[src/rtl/add_arbiter.sv]
// Round-robin arbiter that time-shares one signed adder between NUM_REQ clients.
// One request in flight: IDLE grants, ADD computes, RESP holds until consumed.
module add_arbiter #(
    parameter  int NUM_REQ = 4,
    parameter  int WIDTH   = 16,
    parameter  int SUM_W   = WIDTH + 2,
    localparam int ID_W    = $clog2(NUM_REQ)
) (
    input  logic                     clk,
    input  logic                     rst_b,
    input  logic [NUM_REQ-1:0]       req_valid,
    output logic [NUM_REQ-1:0]       req_ready,
    input  logic [NUM_REQ*WIDTH-1:0] req_a,
    input  logic [NUM_REQ*WIDTH-1:0] req_b,
    output logic                     rsp_valid,
    input  logic                     rsp_ready,
    output logic [ID_W-1:0]          rsp_id,
    output logic [SUM_W-1:0]         rsp_sum,
    output logic                     busy
);

    typedef enum logic [1:0] {
        IDLE = 2'd0,
        ADD  = 2'd1,
        RESP = 2'd2
    } state_t;

    state_t                   state_q, state_d;
    logic [ID_W-1:0]          rr_ptr_q, rr_ptr_d;
    logic signed [WIDTH-1:0]  a_q, a_d;
    logic signed [WIDTH-1:0]  b_q, b_d;
    logic [ID_W-1:0]          id_q, id_d;
    logic                     rsp_valid_q, rsp_valid_d;
    logic [ID_W-1:0]          rsp_id_q, rsp_id_d;
    logic signed [SUM_W-1:0]  rsp_sum_q, rsp_sum_d;

    logic                     win_found;
    logic [ID_W-1:0]          win_id;
    logic [ID_W-1:0]          idx_w;
    int                       idx;
    logic signed [SUM_W-1:0]  a_ext, b_ext;

    // First valid requester at or after rr_ptr, wrapping around.
    always_comb begin
        win_found = 1'b0;
        win_id    = '0;
        idx       = 0;
        idx_w     = '0;
        for (int i = 0; i < NUM_REQ; i++) begin
            idx   = (int'(rr_ptr_q) + i) % NUM_REQ;
            idx_w = ID_W'(idx);
            if (!win_found && req_valid[idx_w]) begin
                win_found = 1'b1;
                win_id    = idx_w;
            end
        end
    end

    always_comb begin
        req_ready = '0;
        if (!rst_b && state_q == IDLE && win_found) begin
            req_ready[win_id] = 1'b1;
        end
    end

    assign a_ext = {{(SUM_W-WIDTH){a_q[WIDTH-1]}}, a_q};
    assign b_ext = {{(SUM_W-WIDTH){b_q[WIDTH-1]}}, b_q};

    always_comb begin
        state_d     = state_q;
        rr_ptr_d    = rr_ptr_q;
        a_d         = a_q;
        b_d         = b_q;
        id_d        = id_q;
        rsp_valid_d = rsp_valid_q;
        rsp_id_d    = rsp_id_q;
        rsp_sum_d   = rsp_sum_q;
        unique case (state_q)
            IDLE: begin
                if (win_found) begin
                    a_d      = req_a[win_id*WIDTH +: WIDTH];
                    b_d      = req_b[win_id*WIDTH +: WIDTH];
                    id_d     = win_id;
                    rr_ptr_d = (win_id == ID_W'(NUM_REQ - 1)) ?
                               '0 : win_id + 1'b1;
                    state_d  = ADD;
                end
            end
            ADD: begin
                rsp_sum_d   = a_ext + b_ext;
                rsp_id_d    = id_q;
                rsp_valid_d = 1'b1;
                state_d     = RESP;
            end
            RESP: begin
                if (rsp_ready) begin
                    rsp_valid_d = 1'b0;
                    state_d     = IDLE;
                end
            end
            default: begin
                state_d     = IDLE;
                rsp_valid_d = 1'b0;
            end
        endcase
    end

    always_ff @(posedge clk or posedge rst_b) begin
        if (rst_b) begin
            state_q     <= IDLE;
            rr_ptr_q    <= '0;
            a_q         <= '0;
            b_q         <= '0;
            id_q        <= '0;
            rsp_valid_q <= 1'b0;
            rsp_id_q    <= '0;
            rsp_sum_q   <= '0;
        end else begin
            state_q     <= state_d;
            rr_ptr_q    <= rr_ptr_d;
            a_q         <= a_d;
            b_q         <= b_d;
            id_q        <= id_d;
            rsp_valid_q <= rsp_valid_d;
            rsp_id_q    <= rsp_id_d;
            rsp_sum_q   <= rsp_sum_d;
        end
    end

    assign rsp_valid = rsp_valid_q;
    assign rsp_id    = rsp_id_q;
    assign rsp_sum   = rsp_sum_q;
    assign busy      = (state_q != IDLE);

endmodule

[config.mk]
export PLATFORM = sky130hd
export DESIGN_NAME = add_arbiter
export DESIGN_NICKNAME = d
export VERILOG_FILES = /design/src/rtl/add_arbiter.sv
export SDC_FILE = /design/constraint.sdc
export NUM_CORES = 1
export LEC_CHECK = 0
export BUFFER_PORTS_ARGS = -buffer_cell sky130_fd_sc_hd__buf_2
export CORE_UTILIZATION = 45
export CTS_CLUSTER_SIZE = 40
export DETAILED_ROUTE_END_ITERATION = 16
export PLACE_DENSITY = 0.78
export SLEW_MARGIN = 25
export SYNTH_ARGS = -nofsm -noshare
export SYNTH_HDL_FRONTEND = slang
export SYNTH_SLANG_ARGS = --single-unit
[constraint.sdc]
create_clock -name clk -period 2.4 [get_ports clk]
set_clock_uncertainty 0.1 [all_clocks]
set_input_delay 0.24 -clock clk [delete_from_list [all_inputs] [get_ports clk]]
set_output_delay 0.24 -clock clk [all_outputs]
set_load 0.03 [all_outputs]
==> out/qor.csv <==
metric,value,unit
top_reg_cell synth,dfrtp_1,
vias per cell,5.74,
post-synthesis simple-gate area fraction,0.123,
multiplexer share of the synthesized area,0.112,
deepest clock path buffer count,2,
gpl congestion,0.885,
CTS tree,built,
total CTS buffers,9,
period utilization,0.970,
sequential power share,0.237,
1st-pass router iterations,11,
"Seq/Total Area, Yosys",0.352,
final layout net count,758,
IO Count,161,
hpwl dp,9.21,mm
Clock Latency Late Sink,0.35,ns
multi-input logic area,2510,um2
die area,9550,um2
Worst slew margin,0.433,
Port Buffer Count,160,
Startpoint Class,register,
final wirelength,11.9,mm
outcome,finished with violations,
Fill cells,776,
total clock sinks,58,
hold_ws,0.0644,ns
Final Util,0.610,
yosys warns,0,
GRT overflow,0,
WP data required,2.06,ns
"commonest non-fill, non-tap cell in the layout",buf_2,
wire length per cell,16.6,um
NetSw,0.00342,W
most frequent cells in the layout,"buf_2, dfrtp_1, o21ai_0",
Clock Tree Root,clkbuf_8,
gr usage total,0.251,
Worst Tran Pin Value,0.850,ns
synthesized net count,602,
cells after synthesis,446,
worst hold path type,input port to register,
fin crit period,2.33,ns
violated checks,DRC,
post-synthesis xor/xnor area fraction,0.0234,
DR iter-0 viols,189,
Die W,97.7,um
Final setup viols,0,
vias in the first global route,3962,
share of layout cells above drive strength 1,0.395,
antenna fix cells,0,
Cell Pwr Density,1430,nW/um2
Std-Cell Rows,34,
Pint,0.00424,W
CP Capture Type,primary output,
htree depth,3,
Fmax,430,MHz
initial core utilization,0.468,
first-pass GRT wire length,18.8,mm
pin count of the biggest net entering global routing,57,
Post-synth ARST share,1.00,
Max Cap Viol,0,
Yosys cell types,44,
register-to-register setup slack,0.12,ns
clock network fraction of total power,0.158,
routed via count,4107,
Compound-Gate Fraction of Synth Area,0.280,
Post-Syn Area,4120,um2
crit path kind,register to primary output,
Clock Pin Slew Worst Setup and Hold Paths,0.06,ns
Comb power frac,0.605,
ANT nets after route,0,
CORE AREA,8810,um2
RSZ-0062 raised after global routing,true,
DR DRC count,8,
sw frac,0.447,
leak pwr,2.65,nW
initial antenna violation count,0,
Synth Area in Adders,0.0655,
final hold vios,0,
CP arrival,1.99,ns
VDD IR max,0.611,mV
Layout area overhead,30.2,%
Post-synth EDFFs,0,
register area,1450,um2
largest family of logic cells by synthesized area,compound AO/OA/AOI/OAI gates,
Synth Register Bits,58,
Max Fanout on Critical Path,13,
Die H,97.7,um
syn avg cell area,9.25,um2
max-slew violation count,0,
-- timing repair --
action                     CTS  global route
hold endpoints to repair     2             0
gates cloned                 0             0
gates resized for setup      4             9
hold buffers                 1             0
setup endpoints to repair    4            34
buffers inserted             0             3
pin swaps                    0             2
-- cell usage after synthesis, drive strengths merged, types with 4 or more instances --
master / instances / share of area
o211ai: 7 / 0.013
inv: 10 / 0.0091
and3: 4 / 0.0061
a21oi: 52 / 0.063
a21o: 5 / 0.0091
nand2: 41 / 0.037
a221o: 32 / 0.078
a211oi: 5 / 0.012
mux2: 32 / 0.11
nor2: 7 / 0.0070
clkbuf: 28 / 0.025
a21boi: 5 / 0.0091
ha: 20 / 0.061
nor2b: 5 / 0.0082
nand3: 37 / 0.045
xor2: 8 / 0.017
dfrtp: 58 / 0.35
o21ai: 56 / 0.068
buf: 4 / 0.010
-- worst max-delay path: stages (launching register included) --
cell and delay (ns):
dfrtp_1 0.42, nand2_2 0.10, a211oi_4 0.33, nor2_4 0.08, buf_12 0.16, ha_1 0.22
and3_1 0.15, buf_2 0.17
-- metal layers --
layer / GRT usage / up-vias / wire [um]
met5: 0 / - / 0
met4: 0.106 / 0 / 295
met3: 0.0351 / 21 / 664
met2: 0.422 / 177 / 5750
met1: 0.325 / 1923 / 5160
li1: - / 1986 / -
-- sequential cells by signal, indices dropped and copies added, names as in the netlist --
register,cells
a_q,16
b_q,16
id_q,2
rr_ptr_q,2
rsp_id,2
rsp_sum,17
rsp_valid,1
state_q,2
-- power by group through the flow --
| stage | Combinational, W | Sequential, W | Clock [W] |
|---|---|---|---|
| global route | 0.00511 | 0.00188 | 0.00127 |
| finish | 0.00464 | 0.00182 | 0.00121 |
| CTS | 0.00453 | 0.00182 | 0.00122 |
| detailed placement | 0.00448 | 0.00184 | 0 |
| floorplan | 0.00311 | 0.00204 | 0 |
| global placement | 0.00433 | 0.00182 | 0 |
-- kinds of logic after synthesis --
group | count (synthesis)
buf+inv | 42
compound gates | 176
mux | 32
flops | 58
xor+xnor | 11
fa+ha+maj | 21
simple gates | 106
-- path summary, 6_finish.rpt --
kind / end / startpoint / cells past startpoint
setup reg to reg: a_q[5] / rr_ptr_q[0] / 6
hold reg to reg: rsp_id[1] / rsp_id[1] / 2
min in group asynchronous: rr_ptr_q[1] / rst_b / 3
hold / removal: state_q[1] / rsp_ready / 4
setup / recovery: req_ready[3] / rr_ptr_q[1] / 7
max in group asynchronous: rsp_sum[10] / rst_b / 4
-- layout make-up --
cell class,count,share of cell area
Inverter,10,0.00699
Tap cell,108,0.0252
Sequential cell,58,0.270
Clock buffer,11,0.0263
Timing Repair Buffer,177,0.179
Multi-Input combinational cell,346,0.469
Clock inverter,5,0.0233
-- stage by stage --
stage,instance area (um2),TNS [ns],cells,total power (W),setup slack (ns)
global route,5370,-0.108,715,0.00825,-0.0173
CTS,5320,0,712,0.00757,0.00448
detailed placement,5030,0,695,0.00632,0.0212
global placement,5030,0,695,0.00615,0.137
finish,5370,0,715,0.00766,0.0720
floorplan,4120,0,446,0.00514,0.0582
Note: power is estimated with default switching activity, not from simulation.
